`src/rtl/pc_sequencer_pkg.sv`:
```
// Shared fetch-PC definitions: sequencer state encoding, PC width and default address map.
package pc_sequencer_pkg;

    typedef enum logic [1:0] {
        ST_HOLD  = 2'd0,
        ST_RUN   = 2'd1,
        ST_FLUSH = 2'd2
    } state_e;

    localparam int unsigned PC_W = 32;

    localparam logic [PC_W-1:0] DEFAULT_RESET_ADDR = 32'h0000_0000;
    localparam logic [PC_W-1:0] DEFAULT_MAX_ADDR   = 32'd260;

    function automatic logic [PC_W-1:0] align_target(input logic [PC_W-1:0] target);
        return {target[PC_W-1:2], 2'b00};
    endfunction

endpackage

```
`src/rtl/pc_sequencer_if.sv`:
```
// Control/status bundle between the pipeline (master) and the fetch PC sequencer (slave).
interface pc_sequencer_if;
    import pc_sequencer_pkg::*;

    logic            stall;
    logic            branch_taken;
    logic [PC_W-1:0] branch_target;
    logic            jump;
    logic [PC_W-1:0] jump_target;
    logic [PC_W-1:0] pc;
    logic            inst_valid;
    logic            flush;
    logic            align_err;
    logic            wrap_event;

    modport master (
        output stall, branch_taken, branch_target, jump, jump_target,
        input  pc, inst_valid, flush, align_err, wrap_event
    );

    modport slave (
        input  stall, branch_taken, branch_target, jump, jump_target,
        output pc, inst_valid, flush, align_err, wrap_event
    );

endinterface

```
`src/rtl/pc_sequencer_next_sel.sv`:
```
// Combinational next-PC choice: branch > jump > stall > sequential, with target alignment
// and upper-bound wrap back to the reset address.
module pc_next_sel
    import pc_sequencer_pkg::*;
#(
    parameter logic [PC_W-1:0] RESET_ADDR = DEFAULT_RESET_ADDR,
    parameter logic [PC_W-1:0] MAX_ADDR   = DEFAULT_MAX_ADDR,
    parameter int unsigned     PC_INC     = 4
) (
    input  logic [PC_W-1:0] pc,
    input  logic            stall,
    input  logic            branch_taken,
    input  logic [PC_W-1:0] branch_target,
    input  logic            jump,
    input  logic [PC_W-1:0] jump_target,
    output logic [PC_W-1:0] next_pc,
    output logic            redirect,
    output logic            align_err,
    output logic            wrap
);
    logic [PC_W:0] seq_sum;
    logic [PC_W:0] cand;
    logic          bound_check;

    // Extra bit keeps the carry-out so an overflowing increment also counts as out of bound.
    assign seq_sum = {1'b0, pc} + (PC_W+1)'(PC_INC);

    always_comb begin
        redirect    = 1'b0;
        align_err   = 1'b0;
        bound_check = 1'b0;
        cand        = {1'b0, pc};
        if (branch_taken) begin
            redirect    = 1'b1;
            align_err   = |branch_target[1:0];
            bound_check = 1'b1;
            cand        = {1'b0, align_target(branch_target)};
        end else if (jump) begin
            redirect    = 1'b1;
            align_err   = |jump_target[1:0];
            bound_check = 1'b1;
            cand        = {1'b0, align_target(jump_target)};
        end else if (!stall) begin
            bound_check = 1'b1;
            cand        = seq_sum;
        end
        wrap    = bound_check && (cand > {1'b0, MAX_ADDR});
        next_pc = wrap ? RESET_ADDR : cand[PC_W-1:0];
    end

endmodule

```
`src/rtl/pc_sequencer.sv`:
```
// Fetch program counter owner: post-reset hold cycle, run, and redirect flush sequencing.
module pc_sequencer
    import pc_sequencer_pkg::*;
#(
    parameter logic [PC_W-1:0] RESET_ADDR   = DEFAULT_RESET_ADDR,
    parameter logic [PC_W-1:0] MAX_ADDR     = DEFAULT_MAX_ADDR,
    parameter int unsigned     PC_INC       = 4,
    parameter int unsigned     FLUSH_CYCLES = 1
) (
    input logic           clk,
    input logic           rst_n,
    pc_sequencer_if.slave bus
);
    localparam logic [2:0] FLUSH_LOAD = 3'(FLUSH_CYCLES);

    state_e          state_q, state_d;
    logic [PC_W-1:0] pc_q, pc_d;
    logic [2:0]      cnt_q, cnt_d;
    logic            align_q, align_d;
    logic            wrap_q, wrap_d;

    logic [PC_W-1:0] sel_pc;
    logic            sel_redirect;
    logic            sel_align;
    logic            sel_wrap;

    pc_next_sel #(
        .RESET_ADDR (RESET_ADDR),
        .MAX_ADDR   (MAX_ADDR),
        .PC_INC     (PC_INC)
    ) u_next_sel (
        .pc            (pc_q),
        .stall         (bus.stall),
        .branch_taken  (bus.branch_taken),
        .branch_target (bus.branch_target),
        .jump          (bus.jump),
        .jump_target   (bus.jump_target),
        .next_pc       (sel_pc),
        .redirect      (sel_redirect),
        .align_err     (sel_align),
        .wrap          (sel_wrap)
    );

    always_ff @(posedge clk or negedge rst_n) begin
        if (!rst_n) begin
            state_q <= ST_HOLD;
            pc_q    <= RESET_ADDR;
            cnt_q   <= 3'd0;
            align_q <= 1'b0;
            wrap_q  <= 1'b0;
        end else begin
            state_q <= state_d;
            pc_q    <= pc_d;
            cnt_q   <= cnt_d;
            align_q <= align_d;
            wrap_q  <= wrap_d;
        end
    end

    always_comb begin
        state_d = state_q;
        pc_d    = pc_q;
        cnt_d   = cnt_q;
        align_d = 1'b0;
        wrap_d  = 1'b0;
        unique case (state_q)
            ST_HOLD: state_d = ST_RUN;
            ST_RUN: begin
                pc_d    = sel_pc;
                align_d = sel_align;
                wrap_d  = sel_wrap;
                if (sel_redirect) begin
                    state_d = ST_FLUSH;
                    cnt_d   = FLUSH_LOAD;
                end
            end
            ST_FLUSH: begin
                pc_d    = sel_pc;
                align_d = sel_align;
                wrap_d  = sel_wrap;
                // A redirect while flushing restarts the bubble window.
                if (sel_redirect) begin
                    cnt_d = FLUSH_LOAD;
                end else if (!bus.stall) begin
                    cnt_d = cnt_q - 3'd1;
                    if (cnt_d == 3'd0) begin
                        state_d = ST_RUN;
                    end
                end
            end
            default: state_d = ST_HOLD;
        endcase
    end

    assign bus.pc         = pc_q;
    assign bus.inst_valid = (state_q == ST_RUN);
    assign bus.flush      = (state_q == ST_FLUSH);
    assign bus.align_err  = align_q;
    assign bus.wrap_event = wrap_q;

endmodule

```
`src/flat_wrapper.sv`:
```
// flat-port wrapper written by rule: the top's interface ports become plain ports
module pc_sequencer_flat import pc_sequencer_pkg::*;
#(
    parameter logic [PC_W-1:0] RESET_ADDR   = DEFAULT_RESET_ADDR,
    parameter logic [PC_W-1:0] MAX_ADDR     = DEFAULT_MAX_ADDR,
    parameter int unsigned     PC_INC       = 4,
    parameter int unsigned     FLUSH_CYCLES = 1
)
  (clk, rst_n, bus_stall, bus_branch_taken, bus_branch_target, bus_jump, bus_jump_target, bus_pc, bus_inst_valid, bus_flush, bus_align_err, bus_wrap_event);
  pc_sequencer_if bus_i ();
  input logic clk;
  input logic rst_n;
  input wire logic [$bits(bus_i.stall)-1:0] bus_stall;
  input wire logic [$bits(bus_i.branch_taken)-1:0] bus_branch_taken;
  input wire logic [$bits(bus_i.branch_target)-1:0] bus_branch_target;
  input wire logic [$bits(bus_i.jump)-1:0] bus_jump;
  input wire logic [$bits(bus_i.jump_target)-1:0] bus_jump_target;
  output wire logic [$bits(bus_i.pc)-1:0] bus_pc;
  output wire logic [$bits(bus_i.inst_valid)-1:0] bus_inst_valid;
  output wire logic [$bits(bus_i.flush)-1:0] bus_flush;
  output wire logic [$bits(bus_i.align_err)-1:0] bus_align_err;
  output wire logic [$bits(bus_i.wrap_event)-1:0] bus_wrap_event;
  assign bus_i.stall = bus_stall;
  assign bus_i.branch_taken = bus_branch_taken;
  assign bus_i.branch_target = bus_branch_target;
  assign bus_i.jump = bus_jump;
  assign bus_i.jump_target = bus_jump_target;
  assign bus_pc = bus_i.pc;
  assign bus_inst_valid = bus_i.inst_valid;
  assign bus_flush = bus_i.flush;
  assign bus_align_err = bus_i.align_err;
  assign bus_wrap_event = bus_i.wrap_event;
  pc_sequencer #(.RESET_ADDR(RESET_ADDR), .MAX_ADDR(MAX_ADDR), .PC_INC(PC_INC), .FLUSH_CYCLES(FLUSH_CYCLES)) u_core (.clk(clk), .rst_n(rst_n), .bus(bus_i));
endmodule
```
`config.mk`:
```
export PLATFORM = sky130hd
export DESIGN_NAME = pc_sequencer_flat
export DESIGN_NICKNAME = d
export VERILOG_FILES = /design/src/rtl/pc_sequencer_pkg.sv /design/src/rtl/pc_sequencer_if.sv /design/src/rtl/pc_sequencer_next_sel.sv /design/src/rtl/pc_sequencer.sv /design/src/flat_wrapper.sv
export SDC_FILE = /design/constraint.sdc
export NUM_CORES = 1
export LEC_CHECK = 0
export ABC_AREA = 1
export ABC_CLOCK_PERIOD_IN_PS = 2450
export BUFFER_PORTS_ARGS = -buffer_cell sky130_fd_sc_hd__buf_2
export CAP_MARGIN = 30
export CORE_MARGIN = 2
export CORE_UTILIZATION = 50
export DETAILED_ROUTE_END_ITERATION = 12
export PLACE_DENSITY_LB_ADDON = 0.08
export SLEW_MARGIN = 20
export SYNTH_ARGS = -nofsm -noshare
export SYNTH_HDL_FRONTEND = slang
export SYNTH_SLANG_ARGS = --single-unit
```
`constraint.sdc`:
```
create_clock -name clk -period 2.45 [get_ports clk]
set_clock_uncertainty 0.1 [all_clocks]
set_input_delay 0.3675 -clock clk [delete_from_list [all_inputs] [get_ports clk]]
set_output_delay 0.3675 -clock clk [all_outputs]
set_load 0.05 [all_outputs]
```
Word level (Yosys, flattened, before mapping)
Cells that the tools add are included.
{"block": "word_totals", "reg_bits": 39, "in_bits": 69, "out_inout_bits": 36, "wordCells": 46}
{"block": "op_classes", "n_addsub": 2, "n_lt_le_gt_ge": 1, "n_eq_ne": 7, "mux": 22, "reduce_logical": 9}
{"cell": "2-to-1 mux 33 bit", "n": 3}
{"cell": "adder 32 x 3 -> 33 bit (second input constant)", "n": 1}
{"cell": "> comparator 33 x 9 -> 1 bit (second input constant)", "n": 1}
{"cell": "2-to-1 mux 32 bit", "n": 1}
{"cell": "2-to-1 mux 1 bit", "n": 9}
{"cell": "2-to-1 mux 3 bit", "n": 3}
{"cell": "2-to-1 mux 2 bit", "n": 4}
{"cell": "case mux 2 bit (3 select lines)", "n": 1}
{"cell": "case mux 3 bit (2 select lines)", "n": 1}
{"cell": "OR reduction 2 bit", "n": 3}
{"cell": "!= test 2 x 1 -> 1 bit (second input constant)", "n": 2}
{"cell": "!= test 2 bit (second input constant)", "n": 2}
{"cell": "AND reduction 4 bit", "n": 1}
{"cell": "logical NOT 3 bit", "n": 1}
{"cell": "!= test 3 x 2 -> 1 bit (second input constant)", "n": 1}
{"cell": "AND reduction 3 bit", "n": 1}
{"cell": "subtractor 3 x 1 -> 3 bit (second input constant)", "n": 1}
{"cell": "== test 2 x 1 -> 1 bit (second input constant)", "n": 1}
{"cell": "== test 2 bit (second input constant)", "n": 1}
{"cell": "logical NOT 2 bit", "n": 1}
{"cell": "nonzero test 2 bit", "n": 1}
{"cell": "logical AND 1 bit", "n": 1}

Depth between registers and ports, before layout
{"block": "logic_depth", "ltp_word": 7, "mapped_depth": 19, "depth_no_buf": 17}

Modules after synthesis
Synthesis repeated with hierarchy kept, for this count alone.
{"block": "unflattened", "cells_unflattened": 556, "hier_area_um2": 4008.8}
{"mod": "pc_next_sel", "instances": 1, "cells_each": 431, "area_per_inst_um2": 2230.9, "seq_area_each_um2": 0.0}
{"mod": "pc_sequencer", "instances": 1, "cells_each": 125, "area_per_inst_um2": 1778.0, "seq_area_each_um2": 975.9}

Worst setup path before layout
Ideal clock, no wire load.
{"block": "synth_timing", "kind": "register to register", "start": "reg u_core.pc_q[3] (netlist: u_core.bus.pc[3])", "end": "reg u_core.pc_q[25] (netlist: u_core.bus.pc[25])", "setup_ns": 0.074, "t_arrival_ns": 2.404, "t_required_ns": 2.276, "path_slack_ns": -0.128, "path_stages_with_launch": 17, "path_buffers": 1, "synth_period_minus_slack_ns": 2.578, "cell_sequence": "dfrtp_1 -> ha_1 -> inv_1 -> nor2_4 -> nand3_4 -> nor2_8 -> nand3_2 -> nand3_2 -> nand2_2 -> nor2_1 -> nand3_1 -> nor2_2 -> nand3_2 -> nand2_4 -> buf_12 -> nand2_1 -> o21ai_2"}
{"block": "synth_between", "elab_chain_len": 7}
{"element": "from (decl)", "line": "pc_sequencer.sv:17", "text": "logic [PC_W-1:0] pc_q, pc_d;"}
{"element": "from (signal assigned)", "line": "pc_sequencer.sv:53", "text": "pc_q <= pc_d;"}
{"element": "adder 32 x 3 -> 33 bit", "line": "pc_sequencer_next_sel.sv:26", "text": "assign seq_sum = {1'b0, pc} + (PC_W+1)'(PC_INC);"}
{"element": "2-to-1 mux 33 bit *", "line": "pc_sequencer_next_sel.sv:43", "text": "end else if (!stall) begin"}
{"element": "2-to-1 mux 33 bit *", "line": "pc_sequencer_next_sel.sv:38", "text": "end else if (jump) begin"}
{"element": "2-to-1 mux 33 bit *", "line": "pc_sequencer_next_sel.sv:33", "text": "if (branch_taken) begin"}
{"element": "> comparator 33 x 9 -> 1 bit", "line": "pc_sequencer_next_sel.sv:47", "text": "wrap = bound_check && (cand > {1'b0, MAX_ADDR});"}
{"element": "logical AND 1 bit", "line": "pc_sequencer_next_sel.sv:47"}
{"element": "2-to-1 mux 32 bit *", "line": "pc_sequencer_next_sel.sv:48", "text": "next_pc = wrap ? RESET_ADDR : cand[PC_W-1:0];"}
Mark *: on every way between the ends. The rest lies on a longest branch, timed or not.
A chain may end at the register's enable or synchronous reset.

Worst setup path after layout
{"block": "layout_timing", "start": "reg u_core.pc_q[2] (netlist: u_core.bus.pc[2])", "end": "reg u_core.pc_q[17] (netlist: u_core.bus.pc[17])"}
Same word-level chain as after synthesis.

==> out/metrics.yaml <==
clock_network:
  htree_levels: 2
  clk_latency_ns: 0.31
  clk_pin_slew_ns: 0.09
  clk_path_buf_depth: 2
  cts_root_buf: "clkbuf_8"
  cts_made_buffers: 5
  cts.sinks: 39
  cts_tree: "yes"
floorplan:
  dieArea_um2: 7980
  pin_count: 105
  start_util_pct: 51.0
  rows: 31
  coreArea_um2: 7140
  die_h_um: 89.4
  dieWidth_um: 89.4
power:
  intPower_mw: 1.75
  switchingPower_mw: 1.89
  clock_power_share_pct: 18.3
  netSwitchingFraction_pct: 51.9
  p_seq_share_pct: 27.1
  pwr-share-comb_pct: 54.7
  p_leak_nw: 2.76
  vdd_drop_max_mv: 0.973
  power_density_nw_per_um2: 741
critical_path:
  slowest_delay_ns: 0.40
  cp.arrival_ns: 2.57
  critical_path_class: "reg -> reg"
  critPathCaptureType: "register"
  cpMostUsedCell: "nand2_4"
  crit_required_ns: 2.59
  critical_path_buf_inv_count: 3
  worst-path-max-fanout: 7
  path_delay_family: "simple AND/OR/NAND/NOR gates"
  worstSetupStartpointType: "register"
  crit_path_cell_trace: "buf_6, nand2_4, nor2_4, nand2_4, inv_6, nand2_4, o21ai_1, nand2_1, a21oi_2, nand3_2, nor2_2, nand3_2, nand2_4, clkbuf_16, nand3_2, nand2_1"
  critPathSlowestCell: "dfrtp_2"
cells_and_area:
  fin_cells: 814
  drive_gt1_share_pct: 35.7
  n_fill_cell: 678
  syn_to_final_growth_pct: 35.1
  nNetsFinal: 789
  multi_input_area_um2: 2390
  final_util_pct: 69.0
  antenna_cells: 0
  register_area_um2: 993
route:
  ant_nets: 0
  num_vias: 4330
  wl_um: 12200
  drc: 0
  wire_per_inst_um: 15.0
  drt_iter0_drc: 314
  first_pass_iters: 5
  viasPerCell: 5.32
grt:
  grt_max_degree: 41
  grt_overflow: 0
  grt_use_total_pct: 29.5
  grt_pass1_vias: 3987
  antenna_found_initial: 0
  grt_pass1_wl_um: 18400
sta:
  hold_viol: 0
  finalCritPeriodShare_pct: 99.4
  setup_viol: 0
  rsz0062_at_grt: "true"
  fmax_ghz: 0.411
  hold_ws_ns: 0.280
  maxSlewHeadroom_pct: 66.2
  min_period_ns: 2.43
  finalMaxSlewViolations: 0
  worstMarginPinSlew_ns: 0.504
logic_synthesis:
  syn_inst: 572
  yosysWarningCount: 0
  ys_ff_latch: 39
  syn-num-nets: 647
  synth_cell_type_count: 38
  synth_area_um2: 3640
  syn_area_per_cell_um2: 6.37
  synth_seq_area_share_pct: 26.8
placement:
  dp.cells: 793
  place_hpwl_um: 8550
  port_buffers: 104
  routabilityCongestion: 0.903
job:
  drv_cap: 0
status:
  status: "complete, no violations"
min_path:
  hp-class: "in -> reg"
==> power groups by stage <==
stage	logic, mW	registers [mW]	clock network [mW]
CTS	1.90	0.963	0.669
detailed placement	1.89	0.975	0
global placement	1.86	0.969	0
floorplan	0.955	1.36	0
finish	1.99	0.986	0.666
global route	2.14	1.01	0.700
==> through the flow <==
| step | total power [mW] | area [um^2] | worst slack, ns | setup TNS (ns) |
|---|---|---|---|---|
| 4_1_cts | 3.53 | 4640 | 0.0139 | 0 |
| 3_5_place_dp | 2.87 | 4490 | -0.113 | -2.94 |
| 2_1_floorplan | 2.31 | 3650 | 0.00534 | 0 |
| 6_report | 3.65 | 4920 | 0.0155 | 0 |
| 5_1_grt | 3.85 | 4920 | -0.130 | -3.44 |
| 3_3_place_gp | 2.83 | 4490 | -0.0869 | -2.13 |
==> cell type report <==
type / instances / share of cell area (%)
Clock inverter: 2 / 1.22
Inverter: 74 / 5.77
Clock buffer: 6 / 1.47
Sequential cell: 39 / 20.2
Tap cell: 99 / 2.52
Multi-Input combinational cell: 437 / 48.5
Timing Repair Buffer: 157 / 20.3
==> layer usage <==
layer  global-route usage (%)  routed length (um)
met1                     37.9                5110
met2                     50.6                6150
met3                     5.54                 770
met4                     8.28                 204
met5                        0                   0
==> kinds of logic after synthesis <==
family	share of synthesized area [%]
compound gates	6.77
xor+xnor	0.481
fa+ha+maj	2.06
buf+inv	11.9
flops	26.8
simple gates	52.0
==> registers in the layout, summed over array words and instances (netlist names) <==
name,cells
u_core.bus.align_err,1
u_core.bus.pc,32
u_core.bus.wrap_event,1
u_core.cnt_q,3
u_core.state_q,2
==> worst register-to-register path, delay by kind of cell, from the launching register on <==
| kind | cells | cell delay (ns) |
|---|---|---|
| AND/OR/NAND/NOR | 11 | 1.15 |
| buffers and inverters | 3 | 0.41 |
| flip-flops | 1 | 0.40 |
| AO/OA/AOI/OAI | 2 | 0.32 |
==> cells in the mapped netlist <==
| cell | number | share of area (%) |
|---|---|---|
| nand3_1 | 71 | 9.8 |
| a21o_1 | 2 | 0.41 |
| inv_1 | 72 | 7.4 |
| a211oi_1 | 1 | 0.21 |
| ha_1 | 6 | 2.1 |
| inv_4 | 1 | 0.17 |
| nand2_4 | 3 | 0.93 |
| xnor2_1 | 2 | 0.48 |
| nand2_1 | 210 | 22 |
| a21oi_1 | 11 | 1.5 |
| clkbuf_1 | 12 | 1.2 |
| dfrtp_1 | 39 | 27 |
| buf_4 | 2 | 0.41 |
| nor2_4 | 4 | 1.2 |
| buf_1 | 1 | 0.10 |
| nand3_2 | 26 | 7.1 |
| a31oi_1 | 1 | 0.17 |
| a21oi_2 | 1 | 0.24 |
| nor4_1 | 1 | 0.17 |
| nor2_8 | 2 | 1.1 |
| buf_2 | 4 | 0.55 |
| buf_8 | 1 | 0.41 |
| o21bai_1 | 7 | 1.4 |
| o21ai_0 | 12 | 1.6 |
| nand4_1 | 15 | 2.6 |
| nand2_2 | 6 | 1.0 |
| nand3_4 | 1 | 0.48 |
| o21ai_2 | 2 | 0.48 |
| nand3b_2 | 1 | 0.31 |
| nor3_1 | 6 | 0.82 |
| o22ai_1 | 3 | 0.52 |
| clkinv_2 | 1 | 0.14 |
| nand3b_1 | 2 | 0.41 |
| nor2_2 | 6 | 1.0 |
| o21ai_1 | 1 | 0.14 |
| nor2_1 | 33 | 3.4 |
| buf_12 | 2 | 1.1 |
| buf_6 | 1 | 0.31 |
==> cells in the final DEF, fill, tap and decap left out, types with 2 or more instances in the layout <==
| cell type | synthesis | final |
|---|---|---|
| buf_6 | 1 | 2 |
| clkbuf_16 | 0 | 2 |
| nor2_4 | 4 | 9 |
| o21ai_1 | 1 | 2 |
| nand3_2 | 26 | 29 |
| inv_1 | 72 | 72 |
| buf_2 | 4 | 104 |
| nand4_1 | 15 | 15 |
| nand2_4 | 3 | 10 |
| o21ai_2 | 2 | 3 |
| nor3_1 | 6 | 6 |
| clkbuf_8 | 0 | 5 |
| nand3_1 | 71 | 68 |
| o21ai_0 | 12 | 10 |
| dfrtp_2 | 0 | 14 |
| a21oi_1 | 11 | 11 |
| buf_4 | 2 | 45 |
| nor2_8 | 2 | 2 |
| bufinv_16 | 0 | 2 |
| nor2_1 | 33 | 27 |
| nor2_2 | 6 | 8 |
| nand3b_1 | 2 | 2 |
| xnor2_1 | 2 | 2 |
| dfrtp_1 | 39 | 25 |
| nand2_2 | 6 | 11 |
| nand2_1 | 210 | 198 |
| o21bai_1 | 7 | 7 |
| buf_12 | 2 | 3 |
| ha_1 | 6 | 5 |
| o22ai_1 | 3 | 3 |
| a21o_1 | 2 | 2 |
==> path summary, 6_finish.rpt <==
| path | end | slack (ns) | from | cells after the start |
|---|---|---|---|---|
| min in group asynchronous | u_core.bus.pc[9] | 0.35 | rst_n | 2 |
| worst max-delay path | u_core.bus.pc[17] | 0.02 | u_core.bus.pc[2] | 16 |
| worst min register to register | u_core.state_q[1] | 0.44 | u_core.state_q[1] | 2 |
| max in group asynchronous | u_core.bus.pc[7] | 1.16 | rst_n | 3 |
| worst min-delay path | u_core.bus.align_err | 0.28 | bus_jump_target[0] | 3 |
| worst max register to register | u_core.bus.pc[17] | 0.02 | u_core.bus.pc[2] | 16 |
==> what timing repair did <==
| action | in CTS | in global routing |
|---|---|---|
| setup endpoints to repair | 33 | 33 |
| setup buffers | 0 | 9 |
| pin swaps | 0 | 11 |
| hold buffers | 1 | 0 |
| endpoints found under the hold margin | 8 | 0 |
| cloned | 0 | 3 |
| gates resized for setup | 3 | 45 |
(Power assumes the default switching activity.)
